[src/rtl/kfmmc_card_responder.sv]
// Card-side KFMMC CMD-line responder: oversamples mmc_clk, receives and checks 48-bit command
// tokens, hands them to a local controller and transmits its 48-bit response after Ncr.
module kfmmc_card_responder #(
    parameter int unsigned NCR_CYCLES = 2
) (
    input  logic        clock,
    input  logic        reset_n,
    input  logic        mmc_clk,
    input  logic        mmc_cmd_in,
    output logic        mmc_cmd_out,
    output logic        mmc_cmd_oe,
    output logic        cmd_valid,
    output logic [5:0]  cmd_index,
    output logic [31:0] cmd_argument,
    output logic        cmd_error,
    input  logic        resp_valid,
    input  logic        resp_send,
    input  logic [5:0]  resp_index,
    input  logic [31:0] resp_argument,
    input  logic        resp_use_crc,
    output logic        busy
);

    typedef enum logic [2:0] {StIdle, StRx, StCheck, StWait, StNcr, StTx} state_e;

    localparam logic [6:0] NcrLast = 7'(NCR_CYCLES);

    function automatic logic [6:0] crc7_step(input logic [6:0] crc, input logic data_bit);
        return {crc[5:0], 1'b0} ^ ({7{crc[6] ^ data_bit}} & 7'h09);
    endfunction

    function automatic logic [6:0] crc7_40(input logic [39:0] data);
        logic [6:0] crc;
        crc = '0;
        for (int i = 39; i >= 0; i--) begin
            crc = crc7_step(crc, data[i]);
        end
        return crc;
    endfunction

    state_e      state_q, state_d;
    logic [1:0]  clk_sync_q, cmd_sync_q;
    logic        clk_prev_q;
    logic [47:0] rx_shift_q, rx_shift_d;
    logic [6:0]  rx_crc_q, rx_crc_d;
    logic [5:0]  bit_count_q, bit_count_d;
    logic [6:0]  ncr_count_q, ncr_count_d;
    logic [47:0] tx_shift_q, tx_shift_d;
    logic        cmd_valid_q, cmd_valid_d;
    logic [5:0]  cmd_index_q, cmd_index_d;
    logic [31:0] cmd_argument_q, cmd_argument_d;
    logic        cmd_error_q, cmd_error_d;
    logic        cmd_out_q, cmd_out_d;
    logic        cmd_oe_q, cmd_oe_d;

    logic        clk_s, cmd_s, rise, fall, start_bit;
    logic [39:0] resp_head;

    assign clk_s     = clk_sync_q[1];
    assign cmd_s     = cmd_sync_q[1];
    assign rise      = clk_s & ~clk_prev_q;
    assign fall      = ~clk_s & clk_prev_q;
    assign start_bit = rise & ~cmd_s;
    assign resp_head = {2'b00, resp_index, resp_argument};

    always_comb begin
        state_d        = state_q;
        rx_shift_d     = rx_shift_q;
        rx_crc_d       = rx_crc_q;
        bit_count_d    = bit_count_q;
        ncr_count_d    = ncr_count_q;
        tx_shift_d     = tx_shift_q;
        cmd_valid_d    = cmd_valid_q;
        cmd_index_d    = cmd_index_q;
        cmd_argument_d = cmd_argument_q;
        cmd_error_d    = 1'b0;
        cmd_out_d      = cmd_out_q;
        cmd_oe_d       = cmd_oe_q;

        unique case (state_q)
            StIdle: begin
                if (start_bit) begin
                    rx_shift_d  = '0;
                    rx_crc_d    = '0;
                    bit_count_d = '0;
                    state_d     = StRx;
                end
            end
            StRx: begin
                if (rise) begin
                    rx_shift_d = {rx_shift_q[46:0], cmd_s};
                    // Incoming bit is token bit (bit_count+1); CRC covers token bits 1..39
                    if (bit_count_q <= 6'd38) begin
                        rx_crc_d = crc7_step(rx_crc_q, cmd_s);
                    end
                    if (bit_count_q == 6'd46) begin
                        bit_count_d = 6'd47;
                        state_d     = StCheck;
                    end else begin
                        bit_count_d = bit_count_q + 6'd1;
                    end
                end
            end
            StCheck: begin
                if (!rx_shift_q[47] && rx_shift_q[46] && (rx_shift_q[7:1] == rx_crc_q)
                    && rx_shift_q[0]) begin
                    cmd_valid_d    = 1'b1;
                    cmd_index_d    = rx_shift_q[45:40];
                    cmd_argument_d = rx_shift_q[39:8];
                    state_d        = StWait;
                end else begin
                    cmd_error_d = 1'b1;
                    state_d     = StIdle;
                end
            end
            StWait: begin
                // A new start bit from the host takes priority over a same-cycle response
                if (start_bit) begin
                    cmd_valid_d = 1'b0;
                    rx_shift_d  = '0;
                    rx_crc_d    = '0;
                    bit_count_d = '0;
                    state_d     = StRx;
                end else if (resp_valid) begin
                    cmd_valid_d = 1'b0;
                    if (resp_send) begin
                        tx_shift_d  = {resp_head, resp_use_crc ? crc7_40(resp_head) : 7'h7F,
                                       1'b1};
                        ncr_count_d = '0;
                        state_d     = StNcr;
                    end else begin
                        state_d = StIdle;
                    end
                end
            end
            StNcr: begin
                if (fall) begin
                    if (ncr_count_q == NcrLast) begin
                        cmd_oe_d    = 1'b1;
                        cmd_out_d   = tx_shift_q[47];
                        tx_shift_d  = {tx_shift_q[46:0], 1'b1};
                        bit_count_d = '0;
                        state_d     = StTx;
                    end else begin
                        ncr_count_d = ncr_count_q + 7'd1;
                    end
                end
            end
            StTx: begin
                if (fall) begin
                    if (bit_count_q == 6'd47) begin
                        cmd_oe_d  = 1'b0;
                        cmd_out_d = 1'b1;
                        state_d   = StIdle;
                    end else begin
                        cmd_out_d   = tx_shift_q[47];
                        tx_shift_d  = {tx_shift_q[46:0], 1'b1};
                        bit_count_d = bit_count_q + 6'd1;
                    end
                end
            end
            default: state_d = StIdle;
        endcase
    end

    always_ff @(posedge clock or negedge reset_n) begin
        if (!reset_n) begin
            state_q        <= StIdle;
            clk_sync_q     <= 2'b11;
            cmd_sync_q     <= 2'b11;
            clk_prev_q     <= 1'b1;
            rx_shift_q     <= '0;
            rx_crc_q       <= '0;
            bit_count_q    <= '0;
            ncr_count_q    <= '0;
            tx_shift_q     <= '1;
            cmd_valid_q    <= 1'b0;
            cmd_index_q    <= '0;
            cmd_argument_q <= '0;
            cmd_error_q    <= 1'b0;
            cmd_out_q      <= 1'b1;
            cmd_oe_q       <= 1'b0;
        end else begin
            state_q        <= state_d;
            clk_sync_q     <= {clk_sync_q[0], mmc_clk};
            cmd_sync_q     <= {cmd_sync_q[0], mmc_cmd_in};
            clk_prev_q     <= clk_s;
            rx_shift_q     <= rx_shift_d;
            rx_crc_q       <= rx_crc_d;
            bit_count_q    <= bit_count_d;
            ncr_count_q    <= ncr_count_d;
            tx_shift_q     <= tx_shift_d;
            cmd_valid_q    <= cmd_valid_d;
            cmd_index_q    <= cmd_index_d;
            cmd_argument_q <= cmd_argument_d;
            cmd_error_q    <= cmd_error_d;
            cmd_out_q      <= cmd_out_d;
            cmd_oe_q       <= cmd_oe_d;
        end
    end

    assign mmc_cmd_out  = cmd_out_q;
    assign mmc_cmd_oe   = cmd_oe_q;
    assign cmd_valid    = cmd_valid_q;
    assign cmd_index    = cmd_index_q;
    assign cmd_argument = cmd_argument_q;
    assign cmd_error    = cmd_error_q;
    assign busy         = (state_q != StIdle);

endmodule

[config.mk]
export PLATFORM = sky130hd
export DESIGN_NAME = kfmmc_card_responder
export DESIGN_NICKNAME = d
export VERILOG_FILES = /design/src/rtl/kfmmc_card_responder.sv
export SDC_FILE = /design/constraint.sdc
export NUM_CORES = 1
export LEC_CHECK = 0
export CORE_MARGIN = 2
export CORE_UTILIZATION = 50
export CTS_BUF_LIST = sky130_fd_sc_hd__clkbuf_8 sky130_fd_sc_hd__clkbuf_16
export DETAILED_ROUTE_END_ITERATION = 8
export PLACE_DENSITY = 0.72
export SYNTH_ARGS = -nofsm -noshare
export SYNTH_HDL_FRONTEND = slang
export SYNTH_SLANG_ARGS = --single-unit
[constraint.sdc]
create_clock -name clock -period 4.4 [get_ports clock]
set_input_delay 0.88 -clock clock [delete_from_list [all_inputs] [get_ports clock]]
set_output_delay 0.88 -clock clock [all_outputs]
set_load 0.03 [all_outputs]
=== Yosys cells after proc, flatten, opt, wreduce, memory -nomap -nowiden ===
Cells that the tools add are included.

* Multiplexer cells: 58
* Equal/unequal tests: 25
* Reductions and logical operators: 23
* Add/sub/neg operators: 2
* Magnitude comparators: 1
* Bitwise operators: 81

{| class="wikitable"
|+ Operators by type and width
! cell !! count
|-
| $mux 48 || 9
|-
| $xor 7x4->7 || 36
|-
| $pmux 48 s3 || 1
|-
| $pmux 48 s2 || 1
|-
| $mux 7 || 9
|-
| $mux 6 || 7
|-
| $xor 1x1->1 || 35
|-
| $mux 3 || 10
|-
| $ne 2x2->1 const B || 14
|-
| $pmux 7 s2 || 2
|-
| $pmux 6 s4 || 1
|-
| $pmux 3 s6 || 1
|-
| $reduce_and 8->1 || 2
|-
| $mux 1 || 13
|-
| $eq 6x6->1 const B || 2
|-
| $reduce_and 4->1 || 2
|-
| $reduce_bool 2->1 || 4
|-
| $add 7x1->7 const B || 1
|-
| $eq 7x2->1 const B || 1
|-
| $eq 7x7->1 || 1
|-
| $reduce_and 7->1 || 1
|-
| $add 6x1->6 const B || 1
|-
| $eq 3x2->1 const B || 2
|-
| $eq 3x3->1 const B || 2
|-
| other kinds (21) || 32
|}

* Output and inout bits: 43
* Register bits: 166
* Word-level logic and storage cells: 205
* Bits of input ports: 45

=== Longest topological paths before layout ===
* Depth after elaboration: 76
* Depth in mapped cells: 10
* Mapped depth without buffers: 9

=== Worst setup path after synthesis ===
No wires, ideal clock.

* Path type: input -> register
* From: input resp_index[5]
* To: register tx_shift_q[5]
* Path slack: 1.114 ns
* Setup time: 0.064 ns
* Arrival: 3.222 ns
* Stages: 7
* Cells stage by stage: xnor3_2 xnor3_2 xnor2_1 xnor3_2 xnor3_1 or3b_1 nand3_1

* Cells in the longest elaborated chain, start to end: 51
* Elaborated cells on any way between the ends: 63
* Those cells by class: 5 x mux; 58 x bitwise

{| class="wikitable"
|+ RTL lines
! item !! line !! text
|-
| from (decl) || 18 || <nowiki>input logic [5:0] resp_index,</nowiki>
|-
| $xor 5x4->5 * || 29 || <nowiki>return {crc[5:0], 1'b0} ^ ({7{crc[6] ^ data_bit}} & 7'h09);</nowiki>
|-
| $xor 6x4->6 * || 29 ||
|-
| $xor 7x4->7 * || 29 ||
|-
| $xor 1x1->1 || 29 ||
|-
| $xor 7x4->7 * (4 in series) || 29 ||
|-
| $xor 1x1->1 || 29 ||
|-
| $xor 7x4->7 * (4 in series) || 29 ||
|-
| $xor 1x1->1 || 29 ||
|-
| [25 not listed] || - ||
|-
| $xor 7x4->7 * (4 in series) || 29 ||
|-
| $xor 1x1->1 || 29 ||
|-
| $xor 7x4->7 * (2 in series) || 29 ||
|-
| $mux 7 * || 127 || <nowiki>tx_shift_d = {resp_head, resp_use_crc ? crc7_40(resp_head) : 7'h7F,</nowiki>
|-
| $mux 48 * || 126 || <nowiki>if (resp_send) begin</nowiki>
|-
| $mux 48 * || 124 || <nowiki>end else if (resp_valid) begin</nowiki>
|-
| $mux 48 * || 118 || <nowiki>if (start_bit) begin</nowiki>
|-
| $pmux 48 s3 * || 80 || <nowiki>unique case (state_q)</nowiki>
|-
| to (signal assigned) || 192 || <nowiki>tx_shift_q <= tx_shift_d;</nowiki>
|-
| to (decl) || 48 || <nowiki>logic [47:0] tx_shift_q, tx_shift_d;</nowiki>
|}

Mark *: on every way between the ends. The rest lies on a longest branch, timed or not. The select of a mux whose other input is x is not followed.
A chain may end at the register's enable or synchronous reset.

=== Worst setup path after layout ===
Same ends and word-level chain as after synthesis.

==> qor.csv <==
metric;value;unit
outcome;complete, no violations;
drt pass-1 iters;7;
commonest non-fill, non-tap cell in the layout;nand2_1;
Skew-Pair Late Insertion Delay;420;ps
Post CTS Setup Buffer Count;0;
Worst EP arrival;3990;ps
worst hold-check path type;flop to flop;
drt wl/cell;15.07;um
vias per cell;5.327;
fmax;0.2758;GHz
Max-cap violations;0;
Worst setup EP type;flop;
CTS max path bufs;2;
Vias;5679;
CP Cell Sequence;clkdlybuf4s50_1 > xnor3_2 > xnor3_2 > xnor2_1 > xnor3_2 > xnor3_1 > or3b_1 > nand3_1;
Antenna Nets Post-Route;0;
most used cell, CP;xnor3_2;
first-pass GRT wire length;26280;um
PostCTS Resize Cnt;0;
syn nets;811;
register area share after synthesis;52.42;%
Die Y-Extent;130.5;um
GPL Wtd Cong;0.8877;
worst hold start;cmd_sync_q[0];
main area contributors after synthesis;dfrtp_1 35%, dfstp_2 17%, nand2_1 7.8%, o21ai_0 7.2%, mux2_2 5.8%;
row count;46;
worst-path fanout max;4;
Initial DRC Count;323;
Post-Route WL;16060;um
Area growth, synth to finish;20.87;%
clock sink total;165;
Top Ports;88;
Leak;4.441;nW
Mapped Cells;762;
Reg clk slew, reported paths;70;ps
n_diodes;0;
Layout fillers;1315;
Fin Clk Skew;9.087;ps
number of buffers and inverters on the critical path;1;
Synth area leader;dfrtp_1;
RSZ-0062 raised after global routing;false;
ys flop type;dfrtp_1;
H-tree Lvls;4;
post-synth cell types;48;
CTS Hold Bufs;0;
critical path launch point type;input pin;
Tmin final;3625;ps
clock buffer count from CTS;17;
die span in x;130.5;um
Slew Limit Fails;0;
# DRC;0;
initial core utilization;50.75;%
relative slew slack;38.49;%
Die ar.;0.01703;sq mm
Setup TNS;0;ps
cell family with most CP delay;XOR/XNOR gates;
synthesized area per cell;10.50;sq um
overall global routing resource usage;19.50;%
largest net degree at the start of global routing;71;
slowest cell on the critical path;clkdlybuf4s50_1;
layout cells sized above 1;17.18;%
Pwr Density;556.4;mW/mm^2
vias in the first global route;5383;
Period Utilization, post-route;82.39;%
Final setup viols;0;
Synth top area share;35.02;%
worst hold margin;355.3;ps
FF-to-FF Start;state_q[0];
Worst Setup SP;resp_index[5];
total global routing overflow;0;
commonest non-fill, non-tap cells in the layout;166 x nand2_1, 115 x o21ai_0, 112 x dfrtp_1;
CTS tree;yes;
worst endpoint required time;4760;ps
Synth Cell Area;0.008003;sq mm
HPWL after detailed placement;11340;um
critical path class;input pin to flop;
Final Hold Fails;0;
VDD IR max;338.6;uV
Async S/R FF share, synth;100.0;%
Nets;886;
EDFF count, synth;0;
Syn. warnings;0;
FF+latch count, synth;165;
critical path's largest stage delay;540;ps
core area;0.01577;sq mm
initial antenna violation count;0;
Buffers on Ports;87;
Slew @ Worst Pin;914.3;ps
root buf cell;clkbuf_16;
power by group:
group	switching [W]	internal, W	total [W]
Sequential	0.000216	0.00190	0.00212
Combinational	0.00103	0.000779	0.00181
Clock	0.000640	0.000811	0.00145
layer usage:
layer | GRT usage, % | share of wire (%) | vias to the layer above
met1 | 26.44 | 46 | 2736
met3 | 3.379 | 3.7 | 20
li1 | - | - | 2777
met2 | 32.29 | 49 | 146
met5 | 0 | 0 | -
met4 | 6.133 | 1.4 | 0
cells by family (layout without fill, tap and decap cells):
| logic type | Yosys count | count (layout) | share of synthesized area [%] |
|---|---|---|---|
| buffers and inverters | 47 | 135 | 2.220 |
| adders and majority gates | 4 | 4 | 0.6254 |
| AOI/OAI and AO/OA | 161 | 161 | 11.26 |
| muxes | 79 | 79 | 10.52 |
| and+or+nand+nor | 233 | 233 | 12.19 |
| DFF | 165 | 165 | 52.42 |
| xor gates and xnor gates | 73 | 73 | 10.76 |
worst paths after layout:
kind                                   to  slack [ps]  cells past startpoint
setup / recovery            tx_shift_q[5]         770                      8
hold / removal              cmd_sync_q[1]         360                      0
setup reg to reg           ncr_count_q[6]        1440                      7
hold reg to reg             cmd_sync_q[1]         360                      0
max in group asynchronous      state_q[2]        2880                      2
min in group asynchronous  rx_shift_q[16]         370                      1
cell type report:
class / instances / area, sq um / area share (%)
Inverter: 8 / 30.03 / 0.3104
Multi-Input combinational cell: 550 / 3669 / 37.93
Tap cell: 216 / 270.3 / 2.794
Timing Repair Buffer: 95 / 932.1 / 9.637
Clock inverter: 14 / 137.6 / 1.423
Sequential cell: 165 / 4195 / 43.37
Clock buffer: 18 / 439.2 / 4.540
per-stage QoR:
stage,instances,utilization [%],area (sq um),setup WS [ps],total power (W)
after global routing,1066,61.34,9673,693.4,0.005716
after floorplan,762,-,8003,1114,0.003488
after detailed placement,1034,57.68,9096,342.2,0.003951
final,1066,61.34,9673,774.8,0.005382
after CTS,1066,61.34,9673,785.4,0.005425
after global placement,1034,57.68,9096,425.2,0.003892
worst register-to-register path: stages (launching register included):
cell and delay, ps:
dfrtp_1 650, nand3b_1 370, or3b_2 530, a221oi_1 560, nand2_1 240, nor3_1 290, xnor2_1 150, nor2_1 50
synth_stat cells, drive strengths merged, types with 3 or more instances:
cell    instances
dfstp          53
nand2         167
o22ai           3
and3            4
a22oi           3
nand2b          3
or3             4
a22o            7
buf             6
or3b            3
ha              4
xnor2          37
xor2           21
inv             7
clkbuf         33
nor3            6
mux2           41
a21oi          12
nand3           7
xnor3          15
dfrtp         112
nor2b           3
a21o            3
nor2           26
mux2i          38
o21ai         118
o31a            4
registers in the layout (all words and copies together) (netlist names):
signal	cells
bit_count_q	6
clk_prev_q	1
clk_sync_q	2
cmd_argument	32
cmd_error	1
cmd_index	6
cmd_sync_q	2
cmd_valid	1
mmc_cmd_oe	1
mmc_cmd_out	1
ncr_count_q	7
rx_crc_q	7
rx_shift_q	48
state_q	3
tx_shift_q	47
No activity file was read; power rests on OpenSTA's default activity.
